**src/rtl/tl_pkg.sv**
```systemverilog
// Shared types and lamp encodings for the two-road intersection sequencer.
package tl_pkg;

  typedef enum logic [2:0] {
    PH_ALL_RED   = 3'd0,
    PH_NS_GREEN  = 3'd1,
    PH_NS_YELLOW = 3'd2,
    PH_EW_GREEN  = 3'd3,
    PH_EW_YELLOW = 3'd4,
    PH_PED_WALK  = 3'd5,
    PH_FLASH     = 3'd6
  } phase_e;

  localparam logic [2:0] LAMP_RED = 3'b001;
  localparam logic [2:0] LAMP_YEL = 3'b010;
  localparam logic [2:0] LAMP_GRN = 3'b100;
  localparam logic [2:0] LAMP_OFF = 3'b000;

  localparam logic DIR_NS = 1'b0;
  localparam logic DIR_EW = 1'b1;

  function automatic int max5(input int a, input int b, input int c, input int d, input int e);
    int m;
    m = a;
    if (b > m) m = b;
    if (c > m) m = c;
    if (d > m) m = d;
    if (e > m) m = e;
    return m;
  endfunction

endpackage

```
**src/rtl/tl_phase_timer.sv**
```systemverilog
// Phase duration counter: counts enabled ticks up to last_cnt, pulses done on the
// final tick and restarts from zero; clear forces a fresh start.
module tl_phase_timer #(
  parameter int CNT_W = 8
) (
  input  logic             clk,
  input  logic             rst,
  input  logic             tick_en,
  input  logic             clear,
  input  logic [CNT_W-1:0] last_cnt,
  output logic             done
);

  logic [CNT_W-1:0] cnt_q;
  logic [CNT_W-1:0] cnt_d;

  always_comb begin
    done  = tick_en && (cnt_q == last_cnt);
    cnt_d = cnt_q;
    if (clear || done) begin
      cnt_d = '0;
    end else if (tick_en) begin
      cnt_d = cnt_q + CNT_W'(1);
    end
  end

  always_ff @(posedge clk) begin
    if (rst) begin
      cnt_q <= '0;
    end else begin
      cnt_q <= cnt_d;
    end
  end

endmodule

```
**src/rtl/traffic_intersection_ctrl.sv**
```systemverilog
// NS/EW intersection sequencer with all-red clearance, latched pedestrian walk
// and flashing-yellow fail-safe; lamp outputs are a Moore decode of the phase.
module traffic_intersection_ctrl
  import tl_pkg::*;
#(
  parameter int GREEN_CYC  = 10,
  parameter int YELLOW_CYC = 5,
  parameter int ALLRED_CYC = 2,
  parameter int WALK_CYC   = 8,
  parameter int FLASH_HALF = 4,
  parameter int CNT_W      = 8
) (
  input  logic       clk,
  input  logic       rst,
  input  logic       tick_en,
  input  logic       ped_req,
  input  logic       flash_mode,
  output logic [2:0] ns_light,
  output logic [2:0] ew_light,
  output logic       walk,
  output logic       ped_pending
);

  localparam int MAX_LEN = max5(GREEN_CYC, YELLOW_CYC, ALLRED_CYC, WALK_CYC, FLASH_HALF);

  if (MAX_LEN - 1 >= (1 << CNT_W)) begin : g_cnt_w_too_small
    $error("traffic_intersection_ctrl: CNT_W=%0d cannot hold %0d", CNT_W, MAX_LEN - 1);
  end
  if (GREEN_CYC < 1 || YELLOW_CYC < 1 || ALLRED_CYC < 1 || WALK_CYC < 1 || FLASH_HALF < 1)
  begin : g_len_zero
    $error("traffic_intersection_ctrl: every phase length must be at least 1");
  end

  phase_e           phase_q, phase_d;
  logic             next_dir_q, next_dir_d;
  logic             ped_pending_q, ped_pending_d;
  logic             flash_ph_q, flash_ph_d;
  logic             timer_clear;
  logic             timer_done;
  logic [CNT_W-1:0] last_cnt;

  always_comb begin
    case (phase_q)
      PH_NS_GREEN, PH_EW_GREEN:   last_cnt = CNT_W'(GREEN_CYC - 1);
      PH_NS_YELLOW, PH_EW_YELLOW: last_cnt = CNT_W'(YELLOW_CYC - 1);
      PH_PED_WALK:                last_cnt = CNT_W'(WALK_CYC - 1);
      PH_FLASH:                   last_cnt = CNT_W'(FLASH_HALF - 1);
      default:                    last_cnt = CNT_W'(ALLRED_CYC - 1);
    endcase
  end

  tl_phase_timer #(
    .CNT_W (CNT_W)
  ) u_timer (
    .clk      (clk),
    .rst      (rst),
    .tick_en  (tick_en),
    .clear    (timer_clear),
    .last_cnt (last_cnt),
    .done     (timer_done)
  );

  // Flash request overrides expiry; a button press in the walk-entry cycle re-latches.
  always_comb begin
    phase_d       = phase_q;
    next_dir_d    = next_dir_q;
    flash_ph_d    = flash_ph_q;
    timer_clear   = 1'b0;
    ped_pending_d = ped_pending_q | ped_req;
    if (flash_mode) begin
      if (phase_q != PH_FLASH) begin
        phase_d     = PH_FLASH;
        flash_ph_d  = 1'b1;
        timer_clear = 1'b1;
      end else if (timer_done) begin
        flash_ph_d = ~flash_ph_q;
      end
    end else if (phase_q == PH_FLASH) begin
      phase_d     = PH_ALL_RED;
      next_dir_d  = DIR_NS;
      timer_clear = 1'b1;
    end else if (timer_done) begin
      case (phase_q)
        PH_NS_GREEN:  phase_d = PH_NS_YELLOW;
        PH_NS_YELLOW: begin
          phase_d    = PH_ALL_RED;
          next_dir_d = DIR_EW;
        end
        PH_EW_GREEN:  phase_d = PH_EW_YELLOW;
        PH_EW_YELLOW: begin
          phase_d    = PH_ALL_RED;
          next_dir_d = DIR_NS;
        end
        PH_PED_WALK:  phase_d = PH_ALL_RED;
        PH_ALL_RED: begin
          if (ped_pending_q) begin
            phase_d       = PH_PED_WALK;
            ped_pending_d = ped_req;
          end else if (next_dir_q == DIR_NS) begin
            phase_d = PH_NS_GREEN;
          end else begin
            phase_d = PH_EW_GREEN;
          end
        end
        default:      phase_d = PH_ALL_RED;
      endcase
    end
  end

  always_ff @(posedge clk) begin
    if (rst) begin
      phase_q       <= PH_ALL_RED;
      next_dir_q    <= DIR_NS;
      ped_pending_q <= 1'b0;
      flash_ph_q    <= 1'b0;
    end else begin
      phase_q       <= phase_d;
      next_dir_q    <= next_dir_d;
      ped_pending_q <= ped_pending_d;
      flash_ph_q    <= flash_ph_d;
    end
  end

  always_comb begin
    ns_light = LAMP_RED;
    ew_light = LAMP_RED;
    walk     = 1'b0;
    case (phase_q)
      PH_NS_GREEN:  ns_light = LAMP_GRN;
      PH_NS_YELLOW: ns_light = LAMP_YEL;
      PH_EW_GREEN:  ew_light = LAMP_GRN;
      PH_EW_YELLOW: ew_light = LAMP_YEL;
      PH_PED_WALK:  walk     = 1'b1;
      PH_FLASH: begin
        ns_light = flash_ph_q ? LAMP_YEL : LAMP_OFF;
        ew_light = flash_ph_q ? LAMP_YEL : LAMP_OFF;
      end
      default: ;
    endcase
  end

  assign ped_pending = ped_pending_q;

endmodule

```
**config.mk**
```make
export PLATFORM = sky130hd
export DESIGN_NAME = traffic_intersection_ctrl
export DESIGN_NICKNAME = d
export VERILOG_FILES = /design/src/rtl/tl_pkg.sv /design/src/rtl/tl_phase_timer.sv /design/src/rtl/traffic_intersection_ctrl.sv
export SDC_FILE = /design/constraint.sdc
export NUM_CORES = 1
export LEC_CHECK = 0
export ABC_AREA = 1
export CELL_PAD_IN_SITES_DETAIL_PLACEMENT = 0
export CELL_PAD_IN_SITES_GLOBAL_PLACEMENT = 1
export CORE_MARGIN = 3
export CORE_UTILIZATION = 37
export CTS_BUF_LIST = sky130_fd_sc_hd__clkbuf_16
export CTS_CLUSTER_DIAMETER = 40
export CTS_CLUSTER_SIZE = 10
export DETAILED_ROUTE_END_ITERATION = 8
export PLACE_DENSITY_LB_ADDON = 0.05
export RECOVER_POWER = 25
export SYNTH_ARGS = -nofsm -noshare
export SYNTH_HDL_FRONTEND = slang
export SYNTH_SLANG_ARGS = --single-unit
```
**constraint.sdc**
```tcl
create_clock -name clk -period 1.95 [get_ports clk]
set_clock_uncertainty 0.15 [all_clocks]
set_input_delay 0.39 -clock clk [delete_from_list [all_inputs] [get_ports clk]]
set_output_delay 0.39 -clock clk [all_outputs]
set_load 0.05 [all_outputs]
```
# Word level (Yosys, flattened, before mapping)
# Index checks and enable logic that the tools add are counted.
op_classes:
  addsub: 1
  multipliers: 0
  div_mod_pow: 0
  magnitude_cmp: 0
  n_eq_ne: 9
  shift: 0
  n_mux: 25
  n_bitwise: 3
  n_reduce_logical: 13
op_table:
  columns: ["cell", "n"]
  rows:
  - ["$pmux W3 S3", 3]
  - ["$pmux W4 S4", 1]
  - ["$mux W3", 5]
  - ["$mux W1", 13]
  - ["$eq A3 B3 Y1 const B", 3]
  - ["$add A8 B1 Y8 const B", 1]
  - ["$eq A8 B4 Y1", 1]
  - ["$eq A3 B2 Y1 const B", 2]
  - ["$reduce_bool A3 Y1", 2]
  - ["$reduce_or A2 Y1", 3]
  - ["$mux W2", 2]
  - ["$reduce_and A2 Y1", 2]
  - ["$reduce_bool A2 Y1", 2]
  - ["$eq A3 B1 Y1 const B", 1]
  - ["$logic_not A3 Y1", 1]
  - ["$ne A3 B3 Y1 const B", 1]
  - ["$reduce_and A3 Y1", 1]
  - ["$ne A2 B1 Y1 const B", 1]
  - ["$not A1 Y1", 2]
  - ["$pmux W1 S2", 1]
  - ["$logic_and A1 B1 Y1", 1]
  - ["$logic_or A1 B1 Y1", 1]
  - ["$or A1 B1 Y1", 1]
totals:
  reg_bits: 14
  latch_bits: 0
  mem_bits_rw: 0
  mem_bits_ro: 0
  output_inout_bits: 8
  n_memories: 0

# Longest topological paths before layout
logic_depth:
  word_depth: 8
  depth_mapped: 13
  mapped_depth_nobuf: 12

# By module
# From an unflattened synthesis, not the netlist that was laid out.
hier_totals:
  hier_cells: 153
  area_unflattened_um2: 1021.0
modules_own_cells:
  columns: ["module", "n_inst", "cells_per_inst", "area_per_inst_um2"]
  rows:
  - ["tl_phase_timer", 1, 81, 530.5]
  - ["traffic_intersection_ctrl", 1, 72, 490.5]

# Least setup slack after synthesis
# Ideal clock, no wire load.
synth_path:
  path_type: "flip-flop to output port"
  startpoint: "reg phase_q[1]"
  endpoint: "out ns_light[1]"
  t_arrival_ns: 1.689
  t_required_ns: 1.410
  slack_ns: -0.279
  path_stages_with_launch: 4
  n_path_buf: 1
  cell_sequence: "dfxtp_1 buf_6 inv_1 a211oi_1"
synth_via:
  elab_chain_len: 2
synth_rtl:
  columns: ["element", "line", "text"]
  rows:
  - ["start: declaration", "traffic_intersection_ctrl.sv:34", "phase_e phase_q, phase_d;"]
  - ["start signal: assignment", "traffic_intersection_ctrl.sv:117", "phase_q <= phase_d;"]
  - ["$eq A3 B3 Y1, or another cell as far along", "traffic_intersection_ctrl.sv:128", "case (phase_q)"]
  - ["$pmux W3 S3 (*)", "traffic_intersection_ctrl.sv:128", null]
  - ["end: declaration", "traffic_intersection_ctrl.sv:18", "output logic [2:0] ns_light,"]
# Mark *: on every way between the ends. The rest lies on a longest branch, timed or not.

# Final worst setup path
layout_path:
  startpoint: "reg phase_q[2]"
  endpoint: "out ew_light[1]"
layout_via:
  elab_chain_len: 2
layout_rtl:
  columns: ["element", "line", "text"]
  rows:
  - ["$eq A3 B3 Y1 or $eq A3 B2 Y1 (tied branches)", "traffic_intersection_ctrl.sv:128", null]
  - ["$pmux W3 S3 (*)", "traffic_intersection_ctrl.sv:128", null]
  - ["end: declaration", "traffic_intersection_ctrl.sv:19", "output logic [2:0] ew_light,"]
# Marked as above.

==> results.cfg <==
[outcome]
status = finished clean

[timing]
worstMarginPinSlew_ns = 0.590
period_share_pct = 94.9
timing.setup.tns_ns = 0
period_needed_ns = 1.85
rsz0062_at_grt = no
setup_violations = 0
fmax_mhz = 540
slew_headroom_pct = 60.9
drv_slew = 0
fin_ws_ns = 0.0991
finalHoldViolations = 0

[grt]
grt_antenna_before_repair = 0
grt_start_max_net_pins = 10
grt_overflow = 0
grt_pass1_vias = 773
grt_pass1_wl_um = 3460
grt_use_total_pct = 13.9

[clock_tree]
cts_sinks = 14
cts-root-buf = clkbuf_16
clk_pin_slew_ns = 0.05
hold_buffers = 0
h-tree-depth = 1
clock_latency_ns = 0.24
cts_max_path_buffers = 2
cts_tree = yes
cts_buffers = 3

[drt]
routed_wl_um = 1960
vias = 812
wire_per_inst_um = 11.5
drt-vias-per-instance = 4.78
antenna_left = 0
drtPass1Iterations = 4
drtIter0Drc = 14
drc = 0

[power]
seqPwrFrac_pct = 31.4
fin_total_pwr_mw = 1.08
p_leak_nw = 0.522
max-vdd-ir-drop_mv = 0.563
netSwitchingFraction_pct = 33.3
p_per_area_nw_per_um2 = 917
power.switching_uw = 358
comb_power_share_pct = 33.5
clkPwrFrac_pct = 35.1
p_int_uw = 717

[final_layout]
regArea_sq_um = 287
nets = 150
final_core_util_pct = 52.0
layout-drive-gt1-share_pct = 25.4
diodes = 0
multi_input_area_sq_um = 528
fillerInstances = 248
syn_to_final_growth_pct = 30.9
fin_area_sq_um = 1170

[floorplan]
rows = 17
ioPinCount = 13
dieArea_sq_um = 3050
dieWidth_um = 55.2
core_sq_um = 2250
start_util_pct = 39.7
dieHeight_um = 55.2

[setup_path]
path_cells = inv_2 -> nor2_1 -> inv_1 -> a21oi_2 -> buf_12
cp_max_fo = 7
end_kind = primary output
worst_ep_required_time_ns = 1.41
slowest_delay_ns = 0.41
path_class = flop to primary output
cpMaxStageDelayCell = dfxtp_2
crit_arrival_ns = 1.31
worstSetupStartpointType = flop
worst_r2r_path_depth = 9

[logic_synthesis]
synthCells = 127
synth_area_leaders = dfxtp_1, inv_1, nor2_1
yosys_most_used_dff = dfxtp_1
yosys.area.top_type = dfxtp_1
synth_nets = 133
yosysTopAreaCellShare_pct = 31.3
synthArstFlopShare_pct = 0
yosysUniqueCellTypes = 26
yosys_warnings = 0
synth_edf_count = 0
synth_area_sq_um = 896
synth_seq_cells = 14
ys_seq_area_share_pct = 31.3
synth.top_cells.by_count = inv_1, nor2_1, nand2_1
synth_area_per_cell_sq_um = 7.05

[place]
place_ws_ns = -0.0653
post-dp-hpwl_um = 1630
place.gp.congestion = 0.784
placed_cell_area_sq_um = 1130
portBuffers = 12

[worst_hold_path]
min_path_cells = 2
hold_class = flop to flop

[job]
drv_cap = 0
## routing by layer
| metal | track usage [%] | share of wire (%) | up-vias | wire [um] |
|---|---|---|---|---|
| met5 | 0 | 0 | - | 0 |
| met4 | 3.13 | 0.61 | 0 | 12 |
| met3 | 4.21 | 4.1 | 2 | 80 |
| met2 | 20.8 | 44 | 14 | 865 |
| met1 | 19.4 | 51 | 361 | 1000 |
| li1 | - | - | 435 | - |
## cells in the final DEF (no fill, tap or decap), types with 3 or more instances in the layout
master / synthesis / final
nand2_1: 17 / 17
nand2_2: 4 / 4
nor2_2: 4 / 5
buf_12: 0 / 5
o21ai_0: 3 / 3
clkdlybuf4s50_1: 0 / 4
nor2_1: 19 / 18
nand3_1: 9 / 9
dfxtp_1: 14 / 11
nand4_1: 5 / 5
xor2_1: 6 / 6
a21oi_1: 7 / 5
a21oi_2: 1 / 3
clkbuf_16: 0 / 3
inv_1: 19 / 19
## layout make-up
cell class,count,area share [%]
inverter,21,6.72
clock buffer,3,6.40
tap,28,2.99
timing repair buffer,14,14.4
multi-input combinational,90,45.0
sequential,14,24.4
## sequential cells by signal, summed over array words and instances (netlist names)
signal and flops:
u_timer.cnt_q 8, phase_q 3, flash_ph_q 1, next_dir_q 1, ped_pending 1
## power groups by stage
stage,combinational [mW],clock (mW),sequential (mW)
after global placement,0.369,0,0.342
final,0.360,0.378,0.337
after floorplan,0.254,0,0.329
after global routing,0.389,0.395,0.340
after CTS,0.371,0.385,0.337
after detailed placement,0.370,0,0.340
## per-stage QoR
stage | hold WS, ns | std cells
after CTS | 0.352 | 170
final | 0.342 | 170
after global routing | 0.387 | 170
after floorplan | 0.301 | 127
after global placement | 0.339 | 167
after detailed placement | 0.337 | 167
## critical path, delay by kind of cell, from the launching register on
kind | cells | cell delay (ns)
compound gates | 1 | 0.17
buf+inv | 3 | 0.34
flops | 1 | 0.41
simple gates | 1 | 0.16
## what timing repair did
item	in CTS	in global routing
endpoints found under the setup margin	2	6
resized for setup	2	2
gates cloned	0	0
endpoints found under the hold margin	0	0
buffers inserted	0	0
## path summary, 6_finish.rpt
check | start | slack, ns | to
setup / recovery | phase_q[2] | 0.1 | ew_light[1]
hold / removal | next_dir_q | 0.34 | next_dir_q
setup reg to reg | phase_q[1] | 0.30 | u_timer.cnt_q[5]
hold reg to reg | next_dir_q | 0.34 | next_dir_q
## cells by family after synthesis
| kind of cell | synth area share [%] |
|---|---|
| compound gates | 8.66 |
| simple gates | 40.9 |
| xor+xnor | 6.84 |
| buf+inv | 10.9 |
| flops | 31.3 |
| fa+ha+maj | 1.40 |
(Power assumes the default switching activity.)
==> RTL change 1, RTL diff (same flow settings) <==
`CNT_W` is set to 8 in 2 places; all go to 7.
--- a/src/rtl/tl_phase_timer.sv
+++ b/src/rtl/tl_phase_timer.sv
@@ -1,7 +1,7 @@
 // Phase duration counter: counts enabled ticks up to last_cnt, pulses done on the
 // final tick and restarts from zero; clear forces a fresh start.
 module tl_phase_timer #(
-  parameter int CNT_W = 8
+  parameter int CNT_W = 7
 ) (
   input  logic             clk,
   input  logic             rst,
--- a/src/rtl/traffic_intersection_ctrl.sv
+++ b/src/rtl/traffic_intersection_ctrl.sv
@@ -8,7 +8,7 @@
   parameter int ALLRED_CYC = 2,
   parameter int WALK_CYC   = 8,
   parameter int FLASH_HALF = 4,
-  parameter int CNT_W      = 8
+  parameter int CNT_W      = 7
 ) (
   input  logic       clk,
   input  logic       rst,
Formal check against the unedited RTL: no difference found for any inputs over 10 cycles, from zero or initial values and one cycle with rst high; that may be too few to reach the edited logic, so the function may still have changed.
==> RTL change 1 against the unedited design <==
Power is 0.52% lower; routed wire length is 7.8% lower; sequential cell count is 1 lower; synthesized area is 9.2% lower; largest cell class unchanged; combinational power is 3% higher; clock power is 3% higher; setup slack worse by 0.026 ns; design area is 1.2% lower.
==> RTL change 1: results (changes against the unedited design) <==
* Status: complete, no violations
* WP data arrival at 1.34 ns (+0.03 ns)
* Cells after synthesis at 117 (-7.9%)
* Register area share after synthesis at 0.3200 (+0.007151)
* Vias in the first global route at 711 (-8.0%)
* Worst Hold Launch: flash_ph_q$_SDFFE_PP0P_
* GRT Overall Usage at 0.1512 (+0.01261)
* Placed insts at 159 (-4.8%)
* Leak pwr at 0.5069 nW (-2.9%)
* WHS at 0.3254 ns (-0.01648 ns)
* Synth area leaders: dfxtp_1, nor2_1, nand2_1, nand3_1, inv_1
* Post-synthesis cell type count at 24 (-7.7%)
* Largest regs: u_timer.cnt_q (7), phase_q (3)
* Fin nets at 145 (-3.3%)
* Largest net degree at the start of global routing at 9 (-1)
* Clk. pwr at 389 uW (+3%)
* Setup slack after placement at -0.1128 ns (-0.04742 ns)
* Seq pwr at 308 uW (-8.6%)
* DP Area at 1057 sq um (-6.4%)
* Maximum vdd drop at 0.5346 mV (-5.1%)
* Fillcell total at 205 (-17%)
* First-pass GRT wire length at 3084 um (-11%)
* Reg2reg setup slack at 0.21 ns (-0.09 ns)
* Cell-internal power at 708.0 uW (-1.2%)
* P_comb at 372 uW (+3%)
* Gp weighted congestion at 0.8255 (+5.3%)
* Worst rel slew slack at 0.5999 (-0.008660)
* Dpl hpwl at 1470 um (-9.8%)
* Share of layout cells above drive strength 1 at 0.2826 (+0.02909)
* Via density at 4.497 (-5.9%)
* Critical-path maximum fanout at 5 (-2)
* Reg area at 265.3 sq um (-7.4%)
-- RTL change 1: cell count changes after synthesis, sizes merged, moves of 2 or more --
cell,unedited run,this run
nor3b,0,2
inv,21,16
xor2,6,4
a21oi,8,6
nand4,5,3
nand2,23,25
-- RTL change 1: critical path: stages, from the launching register on --
cell     delay [ns]
dfxtp_1        0.42
nand3_2        0.19
inv_2          0.10
nand2_1        0.10
nand2_1        0.13
buf_12         0.15
-- RTL change 1: kinds of logic (layout without fill, tap and decap cells) --
group,Yosys count,count (layout),share of synthesized area
AO/OA/AOI/OAI,12,12,0.08001
AND/OR/NAND/NOR,69,69,0.4415
adder cells (fa/ha/maj),1,1,0.01538
multiplexers,1,1,0.01231
flip-flops,13,13,0.3200
buffers and inverters,17,38,0.08769
XOR/XNOR,4,4,0.04307
-- RTL change 1: timing repair --
action,in CTS,in global routing
gates resized for setup,3,2
buffers inserted,0,2
pin swaps,0,1
endpoints found under the setup margin,3,3
-- RTL change 1: area by class of cell --
type,count,share of cell area
clock buffer,3,0.06479
clock inverter,1,0.004320
inverter,16,0.05184
multi-input combinational,87,0.4341
sequential,13,0.2289
tap,27,0.02916
timing repair buffer,18,0.1868
-- RTL change 1: worst paths after layout --
kind / cells after the start / end
worst max register to register: 11 / phase_q[2]$_SDFFE_PP0P_
worst min-delay path: 2 / flash_ph_q$_SDFFE_PP0P_
worst min register to register: 2 / flash_ph_q$_SDFFE_PP0P_
worst max-delay path: 5 / ew_light[1]
-- RTL change 1: layer usage --
layer | track usage | vias up | part of all wire
li1 | - | 415 | -
met1 | 0.2055 | 314 | 0.54
met2 | 0.2273 | 11 | 0.43
met3 | 0.04225 | 2 | 0.028
met4 | 0.05106 | 0 | 0.0039
met5 | 0 | - | 0
==> RTL change 2, RTL diff (config.mk and constraints unchanged) <==
Made on the original files. Register the inputs `tick_en`, `ped_req` and `flash_mode` before use, without a reset. The logic sees them one clock later.
--- a/src/rtl/traffic_intersection_ctrl.sv
+++ b/src/rtl/traffic_intersection_ctrl.sv
@@ -22,6 +22,16 @@
 );
 
   localparam int MAX_LEN = max5(GREEN_CYC, YELLOW_CYC, ALLRED_CYC, WALK_CYC, FLASH_HALF);
+
+  logic tick_en_q;
+  logic ped_req_q;
+  logic flash_mode_q;
+
+  always_ff @(posedge clk) begin
+    tick_en_q    <= tick_en;
+    ped_req_q    <= ped_req;
+    flash_mode_q <= flash_mode;
+  end
 
   if (MAX_LEN - 1 >= (1 << CNT_W)) begin : g_cnt_w_too_small
     $error("traffic_intersection_ctrl: CNT_W=%0d cannot hold %0d", CNT_W, MAX_LEN - 1);
@@ -54,7 +64,7 @@
   ) u_timer (
     .clk      (clk),
     .rst      (rst),
-    .tick_en  (tick_en),
+    .tick_en  (tick_en_q),
     .clear    (timer_clear),
     .last_cnt (last_cnt),
     .done     (timer_done)
@@ -66,8 +76,8 @@
     next_dir_d    = next_dir_q;
     flash_ph_d    = flash_ph_q;
     timer_clear   = 1'b0;
-    ped_pending_d = ped_pending_q | ped_req;
-    if (flash_mode) begin
+    ped_pending_d = ped_pending_q | ped_req_q;
+    if (flash_mode_q) begin
       if (phase_q != PH_FLASH) begin
         phase_d     = PH_FLASH;
         flash_ph_d  = 1'b1;
@@ -95,7 +105,7 @@
         PH_ALL_RED: begin
           if (ped_pending_q) begin
             phase_d       = PH_PED_WALK;
-            ped_pending_d = ped_req;
+            ped_pending_d = ped_req_q;
           end else if (next_dir_q == DIR_NS) begin
             phase_d = PH_NS_GREEN;
           end else begin
Check against the original RTL: not equivalent (Yosys sat finds a counterexample within 4 cycles, from zero or initial values and one cycle with rst high).
==> RTL change 2 against the unedited design <==
Routed wire length is 0.51% higher; critical endpoint is now ew_light[0]; power increased by 12%; via count is 5.4% higher; synthesized area increased by 11%; first-iteration DRC count down 7.1%; design area is 11% higher; sequential cell count is 3 higher; sequential power increased by 20%; setup slack gained 0.0086 ns; die area grew 9.8%; maximum frequency rose by 0.47%.
==> RTL change 2: results (changes against the unedited design) <==
* Status: complete, no violations
* Multiplexer share of the synthesized area at 0 (unchanged)
* Compound-cell area share of the yosys netlist at 0.09057 (+0.003974)
* Syn nets at 140 (+5.3%)
* Initial DRC count at 13 (-1)
* Post-synth top cells: nand2_1, nor2_1, dfxtp_1, inv_1, nand3_1
* Switching pwr at 406.5 uW (+13%)
* Cells after synthesis at 134 (+5.5%)
* WP data arrival at between 1 and 1.5 ns
* Adder-Cell Fraction of Synth Area at 0.01258 (-0.001388)
* Non-Filler Instances at 180 (+5.9%)
* GRT Overall Usage at 0.1317 (-0.006865)
* Setup bufs post-CTS at 0 (unchanged)
* Cell-internal power at 800.0 uW (+12%)
* N_diodes at 0 (unchanged)
* Top FF cell, synth: dfxtp_1
* Gp weighted congestion at 0.7837 (about the same)
* Leak pwr at 0.5774 nW (+11%)
* First-pass GRT wire length at 3450 um (-0.38%)
* Worst-skew pair later-pin latency at 0.24 ns (about the same)
* Fin nets at 157 (+4.7%)
* Routed Wire Length at 1969 um (+0.51%)
* Slew @ Worst Pin at 0.5897 ns (-0.00001162 ns)
* Hold Crit Class: register to register
* Reg power frac at 0.335 (+0.021)
* H-tree depth at 1 (unchanged)
* Share of the synthesized area in the top cell type at 0.3421 (+0.02929)
* Critical-path maximum fanout at 4 (-3)
* DP Area at 1219 sq um (+7.9%)
* Register area share after synthesis at 0.3421 (+0.02929)
* Clock root cell: clkbuf_16
* PortBufs at 12 (unchanged)
* Synth Area in XOR/XNOR at 0.03522 (-0.03322)
* Async set or reset register ratio after synthesis at 0 (unchanged)
* Clock buffer count from CTS at 3 (unchanged)
* Largest net degree at the start of global routing at 11 (+1)
* Post-synthesis cell type count at 27 (+3.8%)
* Longest Clk Path Bufs at 2 (unchanged)
* Clock power share at 0.335 (-0.016)
* Via count of the routed design at 856 (+5.4%)
* Setup slack after placement at 0.1443 ns (+0.2096 ns)
* Dpl hpwl at 1577 um (-3.2%)
* Initial antenna violation count at 0 (unchanged)
* Share of layout cells above drive strength 1 at 0.2800 (+0.02648)
* Largest regs: u_timer.cnt_q (8), phase_q (3)
* Yosys warnings at 0 (unchanged)
* Vias in the first global route at 797 (+3.1%)
* Setup tns final at 0 ns (unchanged)
* Synth area leaders: dfxtp_1, nand2_1, nor2_1, nand3_1, a21oi_1
* Maximum vdd drop at 0.5950 mV (+5.7%)
* Detailed Routing Iterations Pass 1 at 4 (unchanged)
==> RTL change 2: layer usage <==
| layer | track usage | wire length, um | part of all wire |
|---|---|---|---|
| met3 | 0.02004 | 57 | 0.029 |
| met2 | 0.1984 | 877 | 0.45 |
| met4 | 0.04967 | 19 | 0.0096 |
| met1 | 0.1890 | 1014 | 0.51 |
| met5 | 0 | 0 | 0 |
==> RTL change 2: area by class of cell <==
class                      instances  area [sq um]
inverter                          17         71.32
fill                             249          1225
sequential                        17         342.8
clock buffer                       3         75.07
multi-input combinational         98         566.8
clock inverter                     1         5.005
timing repair buffer              14         198.9
tap                               30         37.54
==> RTL change 2: critical path, cell delays in order, from the launching register on <==
cell and delay (ns):
dfxtp_1 0.45, nand2_2 0.14, nor2_2 0.24, a21oi_2 0.08
buf_12 0.16
==> RTL change 2: timing repair <==
action,in CTS,in global routing
resized for setup,1,1
hold endpoints to repair,0,0
setup endpoints to repair,1,2
==> RTL change 2: final timing paths <==
check / startpoint / to / slack (ns) / depth (start not counted)
hold / removal: ped_req_q$_DFF_P_ / ped_pending$_SDFF_PP0_ / 0.28 / 2
hold reg to reg: ped_req_q$_DFF_P_ / ped_pending$_SDFF_PP0_ / 0.28 / 2
setup / recovery: phase_q[0]$_SDFFE_PP0P_ / ew_light[0] / 0.11 / 4
setup reg to reg: phase_q[0]$_SDFFE_PP0P_ / phase_q[0]$_SDFFE_PP0P_ / 0.23 / 11
==> RTL change 2: cells by family after synthesis <==
| family | count (synthesis) |
|---|---|
| and+or+nand+nor | 78 |
| buffers and inverters | 19 |
| DFF | 17 |
| AOI/OAI and AO/OA | 15 |
| xor gates and xnor gates | 4 |
| adders and majority gates | 1 |
